$ cat config.mk
export PLATFORM = sky130hd
export DESIGN_NAME = div_seq_flat
export DESIGN_NICKNAME = d
export VERILOG_FILES = /design/src/rtl/muldiv_pkg.sv /design/src/rtl/div_seq_if.sv /design/src/rtl/div_step.sv /design/src/rtl/div_seq.sv /design/src/flat_wrapper.sv
export SDC_FILE = /design/constraint.sdc
export NUM_CORES = 1
export LEC_CHECK = 0
export CAP_MARGIN = 30
export CORE_MARGIN = 2
export CORE_UTILIZATION = 43
export CTS_CLUSTER_DIAMETER = 200
export DETAILED_ROUTE_END_ITERATION = 7
export GPL_TIMING_DRIVEN = 0
export PLACE_DENSITY = 0.67
export SKIP_LAST_GASP = 1
export SLEW_MARGIN = 20
export SYNTH_ARGS = -nofsm -noshare
export SYNTH_HDL_FRONTEND = slang
export SYNTH_SLANG_ARGS = --single-unit
$ cat constraint.sdc
create_clock -name clk -period 7.5 [get_ports clk]
set_input_delay 1.125 -clock clk [delete_from_list [all_inputs] [get_ports clk]]
set_output_delay 1.125 -clock clk [all_outputs]
set_load 0.005 [all_outputs]
$ cat src/rtl/muldiv_pkg.sv
// Shared definitions for the M-extension divide sequencer: width, funct3 codes, FSM states.
package muldiv_pkg;
    localparam int unsigned XLEN = 32;

    localparam logic [2:0] F3_DIV  = 3'b100;
    localparam logic [2:0] F3_DIVU = 3'b101;
    localparam logic [2:0] F3_REM  = 3'b110;
    localparam logic [2:0] F3_REMU = 3'b111;

    typedef enum logic [1:0] {
        IDLE  = 2'd0,
        CALC  = 2'd1,
        FIXUP = 2'd2,
        DONE  = 2'd3
    } div_state_t;
endpackage

$ cat src/rtl/div_seq_if.sv
// Issue/result bundle between the execute stage and the divide sequencer.
interface div_seq_if;
    import muldiv_pkg::*;

    logic            start;
    logic [2:0]      funct3;
    logic [XLEN-1:0] a;
    logic [XLEN-1:0] b;
    logic            flush;
    logic            busy;
    logic            stall;
    logic            done;
    logic [XLEN-1:0] y;

    modport master (output start, funct3, a, b, flush, input busy, stall, done, y);
    modport slave  (input start, funct3, a, b, flush, output busy, stall, done, y);
endinterface

$ cat src/rtl/div_step.sv
// One radix-2 restoring divide step on an XLEN+1 bit trial subtraction.
module div_step
    import muldiv_pkg::*;
#(
    parameter int unsigned W = XLEN
) (
    input  logic [W-1:0] rem,
    input  logic         q_msb,
    input  logic [W-1:0] divisor,
    output logic [W-1:0] rem_next,
    output logic         q_bit
);
    logic [W:0] shifted;
    logic [W:0] diff;

    assign shifted  = {rem, q_msb};
    assign diff     = shifted - {1'b0, divisor};
    // A set top bit means the trial went negative: restore.
    assign q_bit    = ~diff[W];
    assign rem_next = diff[W] ? shifted[W-1:0] : diff[W-1:0];
endmodule

$ cat src/rtl/div_seq.sv
// Multi-cycle DIV/DIVU/REM/REMU sequencer: magnitude restoring divide plus sign fix-up.
module div_seq
    import muldiv_pkg::*;
(
    input  logic      clk,
    input  logic      reset,
    div_seq_if.slave  bus
);
    localparam int unsigned CNT_W = $clog2(XLEN);
    localparam logic [CNT_W-1:0] LAST = CNT_W'(XLEN - 1);
    localparam logic [XLEN-1:0]  SMIN = {1'b1, {(XLEN-1){1'b0}}};
    localparam logic [XLEN-1:0]  ONES = {XLEN{1'b1}};

    div_state_t      state;
    logic [CNT_W-1:0] count;
    logic [XLEN-1:0] quo;
    logic [XLEN-1:0] rem;
    logic [XLEN-1:0] divisor;
    logic            op_rem;
    logic            neg_q;
    logic            neg_r;
    logic            busy;
    logic            done;
    logic [XLEN-1:0] y;

    logic            signed_op;
    logic            a_neg;
    logic            b_neg;
    logic [XLEN-1:0] abs_a;
    logic [XLEN-1:0] abs_b;
    logic            is_zero;
    logic            is_ovf;
    logic            special;
    logic [XLEN-1:0] special_y;
    logic            accept;
    logic [XLEN-1:0] rem_next;
    logic            q_bit;

    // Operand preparation for an op being accepted this cycle.
    assign signed_op = ~bus.funct3[0];
    assign a_neg     = signed_op & bus.a[XLEN-1];
    assign b_neg     = signed_op & bus.b[XLEN-1];
    assign abs_a     = a_neg ? -bus.a : bus.a;
    assign abs_b     = b_neg ? -bus.b : bus.b;
    assign is_zero   = (bus.b == '0);
    assign is_ovf    = signed_op & (bus.a == SMIN) & (bus.b == ONES);
    assign special   = is_zero | is_ovf;
    assign special_y = is_zero ? (bus.funct3[1] ? bus.a : ONES)
                               : (bus.funct3[1] ? '0 : SMIN);
    assign accept    = bus.start & bus.funct3[2];

    div_step #(.W(XLEN)) u_step (
        .rem      (rem),
        .q_msb    (quo[XLEN-1]),
        .divisor  (divisor),
        .rem_next (rem_next),
        .q_bit    (q_bit)
    );

    always_ff @(posedge clk) begin
        if (reset) begin
            state   <= IDLE;
            count   <= '0;
            quo     <= '0;
            rem     <= '0;
            divisor <= '0;
            op_rem  <= 1'b0;
            neg_q   <= 1'b0;
            neg_r   <= 1'b0;
            busy    <= 1'b0;
            done    <= 1'b0;
            y       <= '0;
        end else if (bus.flush) begin
            state <= IDLE;
            busy  <= 1'b0;
            done  <= 1'b0;
        end else begin
            case (state)
                IDLE, DONE: begin
                    done  <= 1'b0;
                    state <= IDLE;
                    if (accept) begin
                        if (special) begin
                            y     <= special_y;
                            done  <= 1'b1;
                            state <= DONE;
                        end else begin
                            quo     <= abs_a;
                            rem     <= '0;
                            divisor <= abs_b;
                            op_rem  <= bus.funct3[1];
                            neg_q   <= a_neg ^ b_neg;
                            neg_r   <= a_neg;
                            count   <= '0;
                            busy    <= 1'b1;
                            state   <= CALC;
                        end
                    end
                end
                CALC: begin
                    quo   <= {quo[XLEN-2:0], q_bit};
                    rem   <= rem_next;
                    count <= count + CNT_W'(1);
                    if (count == LAST) begin
                        state <= FIXUP;
                    end
                end
                FIXUP: begin
                    // Quotient sign from operand signs; remainder follows the dividend.
                    if (op_rem) begin
                        y <= neg_r ? -rem : rem;
                    end else begin
                        y <= neg_q ? -quo : quo;
                    end
                    done  <= 1'b1;
                    busy  <= 1'b0;
                    state <= DONE;
                end
                default: state <= IDLE;
            endcase
        end
    end

    assign bus.busy  = busy;
    assign bus.done  = done;
    assign bus.y     = y;
    assign bus.stall = busy | (bus.start & (state == IDLE));
endmodule

$ cat src/flat_wrapper.sv
// flat-port wrapper written by rule: the top's interface ports become plain ports
module div_seq_flat import muldiv_pkg::*;
  (clk, reset, bus_start, bus_funct3, bus_a, bus_b, bus_flush, bus_busy, bus_stall, bus_done, bus_y);
  div_seq_if bus_i ();
  input  logic clk;
  input  logic reset;
  input wire logic [$bits(bus_i.start)-1:0] bus_start;
  input wire logic [$bits(bus_i.funct3)-1:0] bus_funct3;
  input wire logic [$bits(bus_i.a)-1:0] bus_a;
  input wire logic [$bits(bus_i.b)-1:0] bus_b;
  input wire logic [$bits(bus_i.flush)-1:0] bus_flush;
  output wire logic [$bits(bus_i.busy)-1:0] bus_busy;
  output wire logic [$bits(bus_i.stall)-1:0] bus_stall;
  output wire logic [$bits(bus_i.done)-1:0] bus_done;
  output wire logic [$bits(bus_i.y)-1:0] bus_y;
  assign bus_i.start = bus_start;
  assign bus_i.funct3 = bus_funct3;
  assign bus_i.a = bus_a;
  assign bus_i.b = bus_b;
  assign bus_i.flush = bus_flush;
  assign bus_busy = bus_i.busy;
  assign bus_stall = bus_i.stall;
  assign bus_done = bus_i.done;
  assign bus_y = bus_i.y;
  div_seq u_core (.clk(clk), .reset(reset), .bus(bus_i));
endmodule
==> results_dict.tcl <==
set metrics [dict create \
    seq_area_frac_synth 0.255 \
    power_density_nw_per_um2 163 \
    yosysWarnings 0 \
    min_from "u_core.bus.y[21]" \
    grt_max_degree 17 \
    syn_avg_cell_area_um2 7.23 \
    finalSetupViolations 0 \
    r2r_start "u_core.quo[31]" \
    ys_ff_latch 140 \
    gr-total-overflow 0 \
    antenna_found_initial 0 \
    grt.total_usage 0.294 \
    coreArea_um2 25200 \
    drive_gt1_frac 0.0458 \
    syn_nets 1635 \
    synth_area_leaders "dfxtp_1 (25%), xnor2_1 (6.2%), a21oi_1 (6.1%), nand2_1 (6.0%), nor2_1 (5.8%)" \
    ys_dominant_reg_cell "dfxtp_1" \
    place_area_um2 12500 \
    crit_type "primary input to flop" \
    end_kind "flop" \
    synth_area_um2 11000 \
    fin_crit_sh 0.629 \
    fill_cells 2570 \
    grt_pass1_wl_um 61000 \
    viasPerCell 5.89 \
    final.min_clock_period_ns 4.72 \
    fmax_mhz 212 \
    cp_max_fo 10 \
    ant_nets 0 \
    synth_cell_types 74 \
    slew_viol_final 0 \
    startpoint_type "primary input" \
    path_clk_slew_ns 0.06 \
    syn2layout_area_growth_pct 18.5 \
    hold_viol_final 0 \
    portBuffers 103 \
    crit_required_ns 7.80 \
    vdd_drop_max_uv 152 \
    drt_iter0_markers 1061 \
    status "finished clean" \
    routed_wirelength_um 39600 \
    leakagePower_nw 4.74 \
    finish.utilization 0.518 \
    grt_pass1_vias 11000 \
    r2r_cells 13 \
    stdcell_area_um2 13000 \
    ios 106 \
    clockBufferDepth 2 \
    fin_tns_setup_ns 0 \
    slowest_stage "nor4_1" \
    cp_top_family "simple AND/OR/NAND/NOR gates" \
    crit_arrival_ns 5.02 \
    synth_edf_count 0 \
    cts-root-buf "clkbuf_16" \
    final.setup.worst_slack_ns 2.78 \
    rr_endpoint "u_core.rem[30]" \
    path_cells "clkdlybuf4s50_1 > nor4_1 > nand4_1 > nand4b_1 > o21ai_1 > o21ba_2 > or3_1 > buf_2 > buf_1 > nor2_1 > a21oi_1 > nor2_1" \
    synth_common_cells "nand2_1 (175), nor2_1 (170), dfxtp_1 (140)" \
    num_rows 58 \
    path_buf_inv 3 \
    drv_cap 0 \
    crit_top_cell "nor2_1" \
    drtPass1Iterations 5 \
    whs_endpoint "u_core.bus.y[21]" \
    crit_path_max_incr_delay_ns 0.72 \
    worstMarginPinSlew_ns 0.913 \
    wl_per_cell_um 19.9 \
    relSlewSlack 0.386 \
    cts_tree "built" \
    place_congestion 1.00 \
    die_h_um 164 \
    h-tree-depth 4 \
    reg2reg_slack_ns 3.43 \
    synth_top_area_cell "dfxtp_1" \
    start_util 0.437 \
    holdBufCountCts 0 \
    synthArstFlopShare 0 \
    dieArea_um2 26900 \
    antenna_cells 0 \
    worstHoldPathCells 2 \
    cts_made_buffers 17 \
    via_count 11700 \
    netlist_instances 1521 \
    rsz0062_at_grt "no" \
    dieWidth_um 164 \
    cts.sinks 140 \
    hpwl_um 31300 \
    yosysMostFrequentCell "nand2_1" \
    clkLatencyLatePin_ns 0.44 \
    drc_errors 0 \
    layout.nets 1760 \
    skew_ns 0.0154 \
    yosysTopAreaCellShare 0.255 \
    cts_resized 0 \
    min_path_type "flop to flop" \
    pre_cts_slack_ns 2.44 \
    post-cts-setup-buffers 0 \
]
==> power by group <==
| part | internal (mW) | switching, mW | total (mW) |
|---|---|---|---|
| logic | 0.194 | 0.291 | 0.484 |
| registers | 0.765 | 0.0254 | 0.790 |
| clock network | 0.473 | 0.373 | 0.847 |
| total | 1.43 | 0.690 | 2.12 |
==> cells by family (layout without fill, tap and decap cells) <==
group,after synthesis,after routing,share of synthesized area
AO/OA/AOI/OAI,432,432,0.241
flip-flops,140,140,0.255
XOR/XNOR,144,144,0.115
multiplexers,34,34,0.0309
AND/OR/NAND/NOR,563,563,0.241
buffers and inverters,165,303,0.0674
adder cells (fa/ha/maj),43,43,0.0496
==> worst reg2reg max path, delay by kind of cell (launching register included) <==
kind	cells	cell delay [ns]
AND/OR/NAND/NOR	4	1.10
buffers and inverters	3	0.67
flip-flops	1	0.43
adder cells (fa/ha/maj)	2	0.65
AO/OA/AOI/OAI	4	1.15
==> worst max path at each step <==
stage / startpoint / to / slack, ns / cells after the start
global route: bus_b[2] / u_core.rem[27] / 2.60 / 12
detailed placement: bus_b[4] / u_core.quo[26] / 2.44 / 12
CTS: bus_b[4] / u_core.quo[26] / 2.89 / 12
global placement: bus_b[0] / u_core.rem[30] / 2.43 / 11
floorplan: bus_a[18] / u_core.rem[27] / 3.84 / 11
finish: bus_b[4] / u_core.quo[26] / 2.78 / 12
==> placed cells by master, fill, tap and decap left out, types with 19 or more instances in the layout <==
master	Yosys	routed
nand2_1	175	175
nor2_1	170	170
dfxtp_1	140	140
a21oi_1	134	134
clkdlybuf4s50_1	0	103
o21ai_0	96	96
xnor2_1	78	78
inv_1	73	73
clkbuf_1	66	67
xor2_1	66	66
a211oi_1	55	55
nor3_1	48	48
ha_1	42	42
mux2i_1	34	34
nand3_1	26	26
nor4_1	26	25
o31ai_1	25	25
o21ai_1	20	20
a31oi_1	19	19
==> layer usage <==
metal / global-route usage / vias up / share of wire / routed length (um)
met5: 0 / - / 0 / 0
met3: 0.0359 / 99 / 0.059 / 2330
met4: 0.148 / 0 / 0.047 / 1850
met1: 0.377 / 5492 / 0.43 / 16900
li1: - / 5668 / - / -
met2: 0.487 / 451 / 0.47 / 18500
==> state kept, by name, summed over array words and instances, names as in the netlist <==
name and count:
u_core.quo 32, u_core.divisor 32, u_core.neg_q 1, u_core.neg_r 1
u_core.bus.busy 1, u_core.bus.done 1, u_core.op_rem 1, u_core.rem 32
u_core.bus.y 32, u_core.count 5, u_core.state 2
==> per-stage QoR <==
step	power (mW)	hold WS, ns	instances
floorplan	1.11	0.436	1521
global placement	1.27	0.442	1954
detailed placement	1.28	0.445	1956
CTS	2.12	0.454	1988
global route	2.20	0.470	1989
finish	2.12	0.452	1989
==> final cells by class <==
class	count	area (um^2)	area share
Multi-Input combinational cell	1216	7460	0.572
Tap cell	330	413	0.0317
Clock buffer	19	443	0.0340
Buffer	92	467	0.0358
Timing Repair Buffer	106	1040	0.0801
Inverter	73	274	0.0210
Sequential cell	140	2800	0.215
Clock inverter	13	133	0.0102
Power figures use the tool's default switching activity.
